[config.mk]
export PLATFORM = sky130hd
export DESIGN_NAME = alu_rr_scheduler
export DESIGN_NICKNAME = d
export VERILOG_FILES = /design/src/rtl/alu_sched_pkg.sv /design/src/rtl/alu_rr_scheduler_rr_arbiter.sv /design/src/rtl/alu_rr_scheduler.sv
export SDC_FILE = /design/constraint.sdc
export NUM_CORES = 1
export LEC_CHECK = 0
export CAP_MARGIN = 20
export CORE_AREA = 2 2 164 166
export CTS_CLUSTER_DIAMETER = 100
export CTS_CLUSTER_SIZE = 28
export DETAILED_ROUTE_END_ITERATION = 16
export DIE_AREA = 0 0 166 168
export HOLD_SLACK_MARGIN = 0.1
export SLEW_MARGIN = 20
export SYNTH_ARGS = -nofsm -noshare
export SYNTH_HDL_FRONTEND = slang
export SYNTH_HIERARCHICAL = 1
export SYNTH_SLANG_ARGS = --single-unit
[constraint.sdc]
create_clock -name clk -period 6.4 [get_ports clk]
set_input_delay 1.28 -clock clk [delete_from_list [all_inputs] [get_ports clk]]
set_output_delay 1.28 -clock clk [all_outputs]
set_load 0.02 [all_outputs]
[src/rtl/alu_sched_pkg.sv]
// Shared definitions for the round-robin ALU scheduler: opcodes, FSM encoding, datapath width.
package alu_sched_pkg;

    localparam int ALU_W = 32;

    localparam logic [3:0] OP_ADD    = 4'd0;
    localparam logic [3:0] OP_SUB    = 4'd1;
    localparam logic [3:0] OP_AND    = 4'd2;
    localparam logic [3:0] OP_OR     = 4'd3;
    localparam logic [3:0] OP_XOR    = 4'd4;
    localparam logic [3:0] OP_NOT    = 4'd5;
    localparam logic [3:0] OP_LSHIFT = 4'd6;
    localparam logic [3:0] OP_RSHIFT = 4'd7;
    localparam logic [3:0] OP_MUL    = 4'd8;
    localparam logic [3:0] OP_MOVA   = 4'd9;
    localparam logic [3:0] OP_MOVB   = 4'd10;
    localparam logic [3:0] OP_LAST   = 4'd10;

    typedef enum logic [1:0] {
        ST_IDLE = 2'd0,
        ST_EXEC = 2'd1,
        ST_RESP = 2'd2
    } state_t;

endpackage

[src/rtl/alu_rr_scheduler_rr_arbiter.sv]
// Combinational round-robin pick: first valid requester searching upward from last_grant+1, wrapping.
module rr_arbiter #(
    parameter int NUM_REQ = 4,
    parameter int ID_W    = 2
) (
    input  logic [NUM_REQ-1:0] i_req_valid,
    input  logic [ID_W-1:0]    i_last_grant,
    output logic [NUM_REQ-1:0] o_grant,
    output logic [ID_W-1:0]    o_grant_idx,
    output logic               o_any_valid
);

    logic [ID_W-1:0] w_cand;
    logic            w_found;

    // k runs 1..NUM_REQ so the previous winner is examined last
    always_comb begin
        o_grant     = '0;
        o_grant_idx = '0;
        w_found     = 1'b0;
        w_cand      = '0;
        for (int k = 1; k <= NUM_REQ; k++) begin
            w_cand = ID_W'((int'(i_last_grant) + k) % NUM_REQ);
            if (!w_found && i_req_valid[w_cand]) begin
                w_found         = 1'b1;
                o_grant_idx     = w_cand;
                o_grant[w_cand] = 1'b1;
            end
        end
    end

    assign o_any_valid = |i_req_valid;

endmodule

[src/rtl/alu_rr_scheduler.sv]
// Shares one external combinational ALU among NUM_REQ requesters (IDLE -> EXEC -> RESP).
// Optional macro ALU_SCHED_OPCHK_EN: illegal opcodes run as MOVA and return resp_err=1, result 0.
module alu_rr_scheduler
    import alu_sched_pkg::*;
#(
    parameter int NUM_REQ = 4,
    parameter int ID_W    = 2
) (
    input  logic                     clk,
    input  logic                     rst_n,
    input  logic [NUM_REQ-1:0]       req_valid,
    input  logic [4*NUM_REQ-1:0]     req_op,
    input  logic [ALU_W*NUM_REQ-1:0] req_a,
    input  logic [ALU_W*NUM_REQ-1:0] req_b,
    output logic [NUM_REQ-1:0]       req_ready,
    output logic [ALU_W-1:0]         alu_a,
    output logic [ALU_W-1:0]         alu_b,
    output logic [3:0]               alu_op,
    input  logic [ALU_W-1:0]         alu_y,
    input  logic                     alu_carry,
    output logic                     resp_valid,
    input  logic                     resp_ready,
    output logic [ALU_W-1:0]         resp_y,
    output logic                     resp_carry,
    output logic [ID_W-1:0]          resp_id,
    output logic                     resp_err
);

    logic [NUM_REQ-1:0][3:0]       w_op_arr;
    logic [NUM_REQ-1:0][ALU_W-1:0] w_a_arr;
    logic [NUM_REQ-1:0][ALU_W-1:0] w_b_arr;
    logic [NUM_REQ-1:0]            w_grant;
    logic [ID_W-1:0]               w_idx;
    logic                          w_any;
    logic [3:0]                    w_op_sel;

    state_t          r_state;
    logic [ID_W-1:0] r_last_grant;
    logic [ALU_W-1:0] r_alu_a, r_alu_b, r_resp_y;
    logic [3:0]      r_alu_op;
    logic            r_resp_valid, r_resp_carry;
    logic [ID_W-1:0] r_resp_id;

    assign w_op_arr = req_op;
    assign w_a_arr  = req_a;
    assign w_b_arr  = req_b;
    assign w_op_sel = w_op_arr[w_idx];

    rr_arbiter #(.NUM_REQ(NUM_REQ), .ID_W(ID_W)) u_arb (
        .i_req_valid  (req_valid),
        .i_last_grant (r_last_grant),
        .o_grant      (w_grant),
        .o_grant_idx  (w_idx),
        .o_any_valid  (w_any)
    );

    // Accept is a combinational offer; only IDLE can take a new operation
    assign req_ready = (r_state == ST_IDLE) ? w_grant : '0;

`ifdef ALU_SCHED_OPCHK_EN
    logic r_bad, r_err;
    assign resp_err = r_err;
`else
    assign resp_err = 1'b0;
`endif

    always_ff @(posedge clk or negedge rst_n) begin
        if (!rst_n) begin
            r_state      <= ST_IDLE;
            r_last_grant <= ID_W'(NUM_REQ - 1);
            r_alu_a      <= '0;
            r_alu_b      <= '0;
            r_alu_op     <= '0;
            r_resp_valid <= 1'b0;
            r_resp_y     <= '0;
            r_resp_carry <= 1'b0;
            r_resp_id    <= '0;
`ifdef ALU_SCHED_OPCHK_EN
            r_bad        <= 1'b0;
            r_err        <= 1'b0;
`endif
        end else begin
            case (r_state)
                ST_IDLE: if (w_any) begin
                    r_alu_a      <= w_a_arr[w_idx];
                    r_alu_b      <= w_b_arr[w_idx];
`ifdef ALU_SCHED_OPCHK_EN
                    r_alu_op     <= (w_op_sel > OP_LAST) ? OP_MOVA : w_op_sel;
                    r_bad        <= (w_op_sel > OP_LAST);
`else
                    r_alu_op     <= w_op_sel;
`endif
                    r_resp_id    <= w_idx;
                    r_last_grant <= w_idx;
                    r_state      <= ST_EXEC;
                end
                ST_EXEC: begin
`ifdef ALU_SCHED_OPCHK_EN
                    r_resp_y     <= r_bad ? '0 : alu_y;
                    r_resp_carry <= !r_bad && alu_carry;
                    r_err        <= r_bad;
`else
                    r_resp_y     <= alu_y;
                    r_resp_carry <= alu_carry;
`endif
                    r_resp_valid <= 1'b1;
                    r_state      <= ST_RESP;
                end
                ST_RESP: if (resp_ready) begin
                    r_resp_valid <= 1'b0;
                    r_state      <= ST_IDLE;
                end
                default: r_state <= ST_IDLE;
            endcase
        end
    end

    assign alu_a      = r_alu_a;
    assign alu_b      = r_alu_b;
    assign alu_op     = r_alu_op;
    assign resp_valid = r_resp_valid;
    assign resp_y     = r_resp_y;
    assign resp_carry = r_resp_carry;
    assign resp_id    = r_resp_id;

endmodule

==> impl_metrics.yaml, run 1 <==
sta:
  timing.setup.tns_ps: 0
  worst_slew_margin_rel: 0.350
  count_of_endpoints_failing_hold_in_the_final_timing_report: 0
  setup_repair_after_global_routing_missed_its_margin: "no"
  worst_clock_skew_ps: 14.0
  timing.fmax_mhz: 199
  final.hold.worst_slack_ps: 489
  min_period_ps: 5020
  drv_slew: 0
  final.period_utilization: 0.785
  worst_slew_pin_slew_ps: 973
  report.final.setup_viol: 0
power:
  netSwitchingFraction: 0.440
  irDropWorstVdd_mv: 0.322
  total_leakage_power_nw: 4.60
  switching_power_mw: 2.39
  power.combinational.fraction: 0.665
  p_int_mw: 3.04
  p_seq_frac: 0.232
  clockPowerShare: 0.103
  cell_area_power_density_nw_per_um2: 478
min_path:
  startpoint_of_the_most_critical_hold_path: "alu_a[4]$_DFFE_PN0P_"
  holdPathEnd: "alu_a[4]$_DFFE_PN0P_"
  holdCritPathClass: "register to register"
  holdPathStages: 2
clock_tree:
  cts-htree-levels: 3
  numCtsBuffers: 9
  clk_transition_reported_paths_ps: 70
  cts_root_buf: "sky130_fd_sc_hd__clkbuf_16"
  post_cts_resized: 0
  clock_path_buffers: 2
  worstSkewPairLatency_ps: 360
  cts-hold-fix-buffers: 0
  postCtsSetupBuffers: 0
  cts_sink_count: 108
  tritoncts: "built"
synthesis:
  syn-num-nets: 869
  yosys_most_used_dff: "sky130_fd_sc_hd__dfrtp_1"
  syn-mean-instance-area_um2: 12.1
  synth_seq_cells: 108
  synthesis.instances: 549
  async_flop_share: 1.00
  ys_types: 42
  synth_seq_area_share: 0.407
  ys.warnings.count: 6
  synthesis.area_um2: 6650
  synth_edf_count: 0
floorplan:
  placementRows: 60
  floorplan.die_area_um2: 27900
  num_io_pins: 421
  die_h_um: 168
  die_w_um: 166
  core_region_area_um2: 26400
  initial_core_util: 0.252
routing:
  drt_pre_antenna_iters: 4
  drc_errors: 0
  highest_layer: "met4"
  antenna_violating_nets_post_route: 0
  wl_met3_mm: 1.98
  route.detailed.vias_per_inst: 4.67
  m1WireLength_mm: 9.75
  met2WireLength_mm: 12.2
  drtIter0Drc: 212
  detail_route.wl_per_cell_um: 19.0
  via_count: 6000
  drt-total-wl_mm: 24.4
worst_setup_path:
  path_class: "input pin to primary output"
  timing.critical_path.cells: "clkdlybuf4s50_1, or3b_1, a2111o_1, nand3_2, a221o_1, and2_1, clkdlybuf4s50_1"
  arrival_time_worst_endpoint_ps: 3740
  worst-path-buf-inv: 2
  critical-path-top-cell-by-count: "sky130_fd_sc_hd__clkdlybuf4s50_1"
  critical-path-slowest-cell: "sky130_fd_sc_hd__clkdlybuf4s50_1"
  path_delay_family: "buffers and inverters"
  end_kind: "primary output"
  max_stage_delay_ps: 690
  worst_setup_path_start_kind: "input pin"
  critical_path.max_fanout: 11
  r2r_end: "alu_b[1]$_DFFE_PN0P_"
  ff2ff_setup_slack_ps: 2880
  worstRegToRegCells: 7
  r2r_start: "r_last_grant[0]$_DFFE_PN1P_"
  worstPathRequired_ps: 5120
cells_and_area:
  final_nets: 1259
  antennaDiodeCount: 0
  syn_to_final_growth_pct: 71.1
  final_area_um2: 11400
  fillers: 2503
  drive_gt1_frac: 0.150
grt:
  grt_util_all_layers: 0.172
  grt_pass1_wl_mm: 37.5
  grt_remaining_overflow: 0
  grt_max_degree: 73
  first_global_vias: 6402
  number_of_antenna_violations_at_the_first_check_in_global_routing: 0
run:
  cap_violations: 0
placed_design:
  estimated_wirelength_of_the_detail_placed_design_mm: 18.4
  placement.cell_area_um2: 11100
  portBuffers: 419
  globalplace.congestion: 0.866
outcome:
  status: "finished clean"
[placed cells by master (no fill, tap or decap), types with 2 or more instances in the layout]
| cell | count |
|---|---|
| sky130_fd_sc_hd__clkdlybuf4s50_1 | 418 |
| sky130_fd_sc_hd__mux2i_1 | 137 |
| sky130_fd_sc_hd__dfrtp_1 | 106 |
| sky130_fd_sc_hd__nand2_1 | 82 |
| sky130_fd_sc_hd__o221ai_2 | 68 |
| sky130_fd_sc_hd__mux2_2 | 36 |
| sky130_fd_sc_hd__clkbuf_16 | 9 |
| sky130_fd_sc_hd__ha_1 | 8 |
| sky130_fd_sc_hd__buf_4 | 7 |
| sky130_fd_sc_hd__nor2_1 | 6 |
| sky130_fd_sc_hd__and2_1 | 4 |
| sky130_fd_sc_hd__inv_1 | 4 |
| sky130_fd_sc_hd__o21ai_0 | 4 |
| sky130_fd_sc_hd__o21ai_1 | 4 |
| sky130_fd_sc_hd__a221o_1 | 4 |
| sky130_fd_sc_hd__inv_6 | 3 |
| sky130_fd_sc_hd__a21oi_1 | 3 |
| sky130_fd_sc_hd__buf_12 | 3 |
| sky130_fd_sc_hd__nor2b_1 | 3 |
| sky130_fd_sc_hd__nand3b_1 | 2 |
| sky130_fd_sc_hd__inv_8 | 2 |
| sky130_fd_sc_hd__dfstp_2 | 2 |
| sky130_fd_sc_hd__nor3b_1 | 2 |
| sky130_fd_sc_hd__mux4_2 | 2 |
| sky130_fd_sc_hd__o211ai_1 | 2 |
[synth_stat cells, types with 3 or more instances]
cell | n | share of area
sky130_fd_sc_hd__a21oi_1 | 3 | 0.0023
sky130_fd_sc_hd__mux2_2 | 36 | 0.061
sky130_fd_sc_hd__mux2i_1 | 137 | 0.21
sky130_fd_sc_hd__clkbuf_1 | 6 | 0.0034
sky130_fd_sc_hd__buf_6 | 9 | 0.015
sky130_fd_sc_hd__o21ai_0 | 4 | 0.0030
sky130_fd_sc_hd__o21ai_1 | 4 | 0.0030
sky130_fd_sc_hd__ha_1 | 8 | 0.015
sky130_fd_sc_hd__buf_4 | 4 | 0.0045
sky130_fd_sc_hd__inv_1 | 4 | 0.0023
sky130_fd_sc_hd__buf_2 | 21 | 0.016
sky130_fd_sc_hd__dfrtp_1 | 106 | 0.40
sky130_fd_sc_hd__nor2b_1 | 4 | 0.0038
sky130_fd_sc_hd__a221o_1 | 4 | 0.0060
sky130_fd_sc_hd__nor2_1 | 7 | 0.0040
sky130_fd_sc_hd__nand2_1 | 82 | 0.046
sky130_fd_sc_hd__and2_1 | 4 | 0.0038
sky130_fd_sc_hd__buf_1 | 9 | 0.0051
sky130_fd_sc_hd__o221ai_2 | 68 | 0.15
[through the flow]
stage	worst slack (ps)	total power [mW]	std cells	utilization
final	1380	5.44	1284	0.432
after CTS	1390	5.54	1284	0.432
after detailed placement	1390	4.95	1269	0.421
after floorplan	2570	3.61	549	-
after global routing	1260	5.80	1284	0.432
after global placement	1440	4.93	1269	0.421
[kinds of logic (layout without fill, tap and decap cells)]
family / after synthesis / count (layout) / share of synthesized area
AND/OR/NAND/NOR: 110 / 110 / 0.0732
adder cells (fa/ha/maj): 8 / 8 / 0.0151
other: 1 / 1 / 0.000564
flip-flops: 108 / 108 / 0.407
multiplexers: 175 / 175 / 0.274
buffers and inverters: 54 / 448 / 0.0476
AO/OA/AOI/OAI: 93 / 93 / 0.183
[power by group through the flow]
stage                     combinational (mW)  clock (mW)  sequential, mW
after floorplan                         1.98           0            1.64
after CTS                               3.69       0.589            1.27
after global placement                  3.67           0            1.27
after global routing                    3.88       0.612            1.31
after detailed placement                3.69           0            1.27
final                                   3.62       0.558            1.26
[worst reg2reg max path, stage by stage (launching register included)]
cell	delay, ps
sky130_fd_sc_hd__dfstp_2	750
sky130_fd_sc_hd__inv_1	220
sky130_fd_sc_hd__ha_1	550
sky130_fd_sc_hd__a221oi_1	140
sky130_fd_sc_hd__nor2_4	650
sky130_fd_sc_hd__buf_4	580
sky130_fd_sc_hd__mux2i_1	370
sky130_fd_sc_hd__o221ai_2	130
[registers in the layout, indices dropped and copies added (netlist names)]
signal	cells
alu_a	32
alu_b	32
alu_op	4
r_last_grant	2
r_state	2
resp_carry	1
resp_id	2
resp_valid	1
resp_y	32
[layout make-up]
cell class              instances  area, um2  area share
flip-flops and latches        108       2710       0.238
repair buffers                428       4300       0.378
inverters                       5       23.8     0.00209
clock inverters                 6       56.3     0.00495
clock buffers                   9        225      0.0198
multi-input cells             387       3650       0.320
well taps                     341        427      0.0375
[per-layer routing]
layer,global-route usage,up-vias
li1,-,2843
met1,0.200,2847
met2,0.303,287
met3,0.0562,23
met4,0.0465,0
met5,0,-
[worst max-delay path by stage]
stage	from	to	cells past startpoint
global route	req_valid[0]	req_ready[1]	6
finish	req_valid[2]	req_ready[1]	7
detailed placement	req_valid[0]	req_ready[1]	6
floorplan	req_valid[2]	req_ready[0]	6
CTS	req_valid[0]	req_ready[1]	6
global placement	req_valid[0]	req_ready[3]	6
No activity file was read; power rests on OpenSTA's default activity.
==> run 2, diff against run 1 <==
==> constraint.sdc (replaced) <==
create_clock -name clk -period 4.6 [get_ports clk]
set_input_delay 0.92 -clock clk [delete_from_list [all_inputs] [get_ports clk]]
set_output_delay 0.92 -clock clk [all_outputs]
set_load 0.02 [all_outputs]
==> impl_metrics.yaml, run 2 (synthesis results as in run 1) <==
floorplan:
  num_io_pins: 421
  initial_core_util: 0.252
  die_w_um: 166
  placementRows: 60
  core_region_area_um2: 26400
  die_h_um: 168
  floorplan.die_area_um2: 27900
sta:
  setup_repair_after_global_routing_missed_its_margin: "no"
  drv_slew: 0
  worst_clock_skew_ps: 13.0
  final.hold.worst_slack_ps: 487
  min_period_ps: 4300
  worst_slew_pin_slew_ps: 988
  count_of_endpoints_failing_hold_in_the_final_timing_report: 0
  timing.setup.tns_ps: 0
  report.final.setup_viol: 0
  timing.fmax_mhz: 233
  worst_slew_margin_rel: 0.340
  final.period_utilization: 0.934
clock_tree:
  postCtsSetupBuffers: 0
  worstSkewPairLatency_ps: 360
  cts_root_buf: "sky130_fd_sc_hd__clkbuf_16"
  clk_transition_reported_paths_ps: 80
  post_cts_resized: 0
  cts-hold-fix-buffers: 0
  tritoncts: "built"
  cts_sink_count: 108
  clock_path_buffers: 2
  cts-htree-levels: 3
  numCtsBuffers: 9
worst_setup_path:
  end_kind: "primary output"
  worst_setup_path_start_kind: "register"
  critical_path.max_fanout: 19
  worstPathRequired_ps: 3680
  path_class: "register to primary output"
  arrival_time_worst_endpoint_ps: 3380
grt:
  grt_util_all_layers: 0.171
  grt_use_met2: 0.299
  first_global_vias: 6308
  most_congested_layer_reported_by_global_routing: "met2"
  grt_pass1_wl_mm: 37.4
  grt_util_met1: 0.200
  grt_max_degree: 69
  global_route.usage.met3: 0.0590
  grt_remaining_overflow: 0
  number_of_antenna_violations_at_the_first_check_in_global_routing: 0
routing:
  detail_route.wl_per_cell_um: 18.9
  antenna_violating_nets_post_route: 0
  route.detailed.vias_per_inst: 4.66
  drt-total-wl_mm: 24.3
  drt_pre_antenna_iters: 4
  via_count: 5992
  drtIter0Drc: 174
  drc_errors: 0
placed_design:
  globalplace.congestion: 0.800
  estimated_wirelength_of_the_detail_placed_design_mm: 18.3
  portBuffers: 419
power:
  irDropWorstVdd_mv: 0.476
  total_leakage_power_nw: 4.62
  cell_area_power_density_nw_per_um2: 667
cells_and_area:
  fillers: 2509
  final_nets: 1260
  layout_common_cells: "sky130_fd_sc_hd__clkdlybuf4s50_1, sky130_fd_sc_hd__mux2i_1, sky130_fd_sc_hd__dfrtp_1"
  drive_gt1_frac: 0.150
  antennaDiodeCount: 0
  leading_cell_type_in_the_layout_fill_and_taps_excluded: "sky130_fd_sc_hd__clkdlybuf4s50_1"
  syn_to_final_growth_pct: 71.8
outcome:
  status: "finished clean"
min_path:
  holdCritPathClass: "register to register"
run:
  cap_violations: 0
==> run 2: cell count changes in the layout (fill, tap and decap cells not counted) <==
| cell | before | now |
|---|---|---|
| sky130_fd_sc_hd__bufinv_16 | 0 | 1 |
| sky130_fd_sc_hd__buf_12 | 3 | 4 |
| sky130_fd_sc_hd__clkbuf_1 | 0 | 1 |
| sky130_fd_sc_hd__clkinvlp_4 | 1 | 0 |
==> run 2: power by group <==
part           total [mW]  switching (mW)  internal [mW]  leakage (nW)
clock               0.839           0.402          0.437         0.152
combinational        5.04            2.62           2.42          3.16
sequential           1.75           0.295           1.46          1.30
==> run 2: routing by layer <==
metal / vias up / routed length, um
met3: 17 / 2130
met4: 0 / 331
met2: 277 / 12200
met5: - / 0
met1: 2854 / 9610
li1: 2844 / -
==> run 2: final timing paths <==
path                            cells after the start                    end                         from  slack [ps]
worst max-delay path                                8           req_ready[2]  r_last_grant[0]$_DFFE_PN1P_         300
worst min-delay path                                2  alu_a[20]$_DFFE_PN0P_        alu_a[20]$_DFFE_PN0P_         490
worst max register to register                      9  alu_b[15]$_DFFE_PN0P_  r_last_grant[0]$_DFFE_PN1P_        1350
worst min register to register                      2  alu_a[20]$_DFFE_PN0P_        alu_a[20]$_DFFE_PN0P_         490
max in group asynchronous                           2   alu_b[3]$_DFFE_PN0P_                        rst_n        3010
min in group asynchronous                           1  alu_b[25]$_DFFE_PN0P_                        rst_n         580
==> run 2: per-stage QoR <==
stage	utilization	power, mW	area [um2]	instances	worst slack (ps)
2_1_floorplan	-	5.03	6650	549	1230
4_1_cts	0.434	7.76	11400	1286	300
6_report	0.434	7.63	11400	1286	303
3_5_place_dp	0.422	6.89	11100	1270	332
3_3_place_gp	0.422	6.86	11100	1270	362
5_1_grt	0.434	8.14	11400	1286	96.2
==> run 2: area by class of cell <==
cell class | count | area [um2] | share of cell area
clock buffer | 10 | 229 | 0.0200
clock inverter | 6 | 78.8 | 0.00690
sequential | 108 | 2710 | 0.237
tap | 341 | 427 | 0.0373
inverter | 5 | 23.8 | 0.00208
timing repair buffer | 429 | 4320 | 0.378
multi-input combinational | 387 | 3650 | 0.319
==> run 2: worst max-delay path, stage by stage (launching register included) <==
cell,delay (ps)
sky130_fd_sc_hd__dfstp_2,760
sky130_fd_sc_hd__inv_1,210
sky130_fd_sc_hd__ha_1,540
sky130_fd_sc_hd__mux4_2,440
sky130_fd_sc_hd__nand2_1,100
sky130_fd_sc_hd__o21ai_1,60
sky130_fd_sc_hd__a221o_1,260
sky130_fd_sc_hd__and2_1,140
sky130_fd_sc_hd__clkdlybuf4s50_1,540
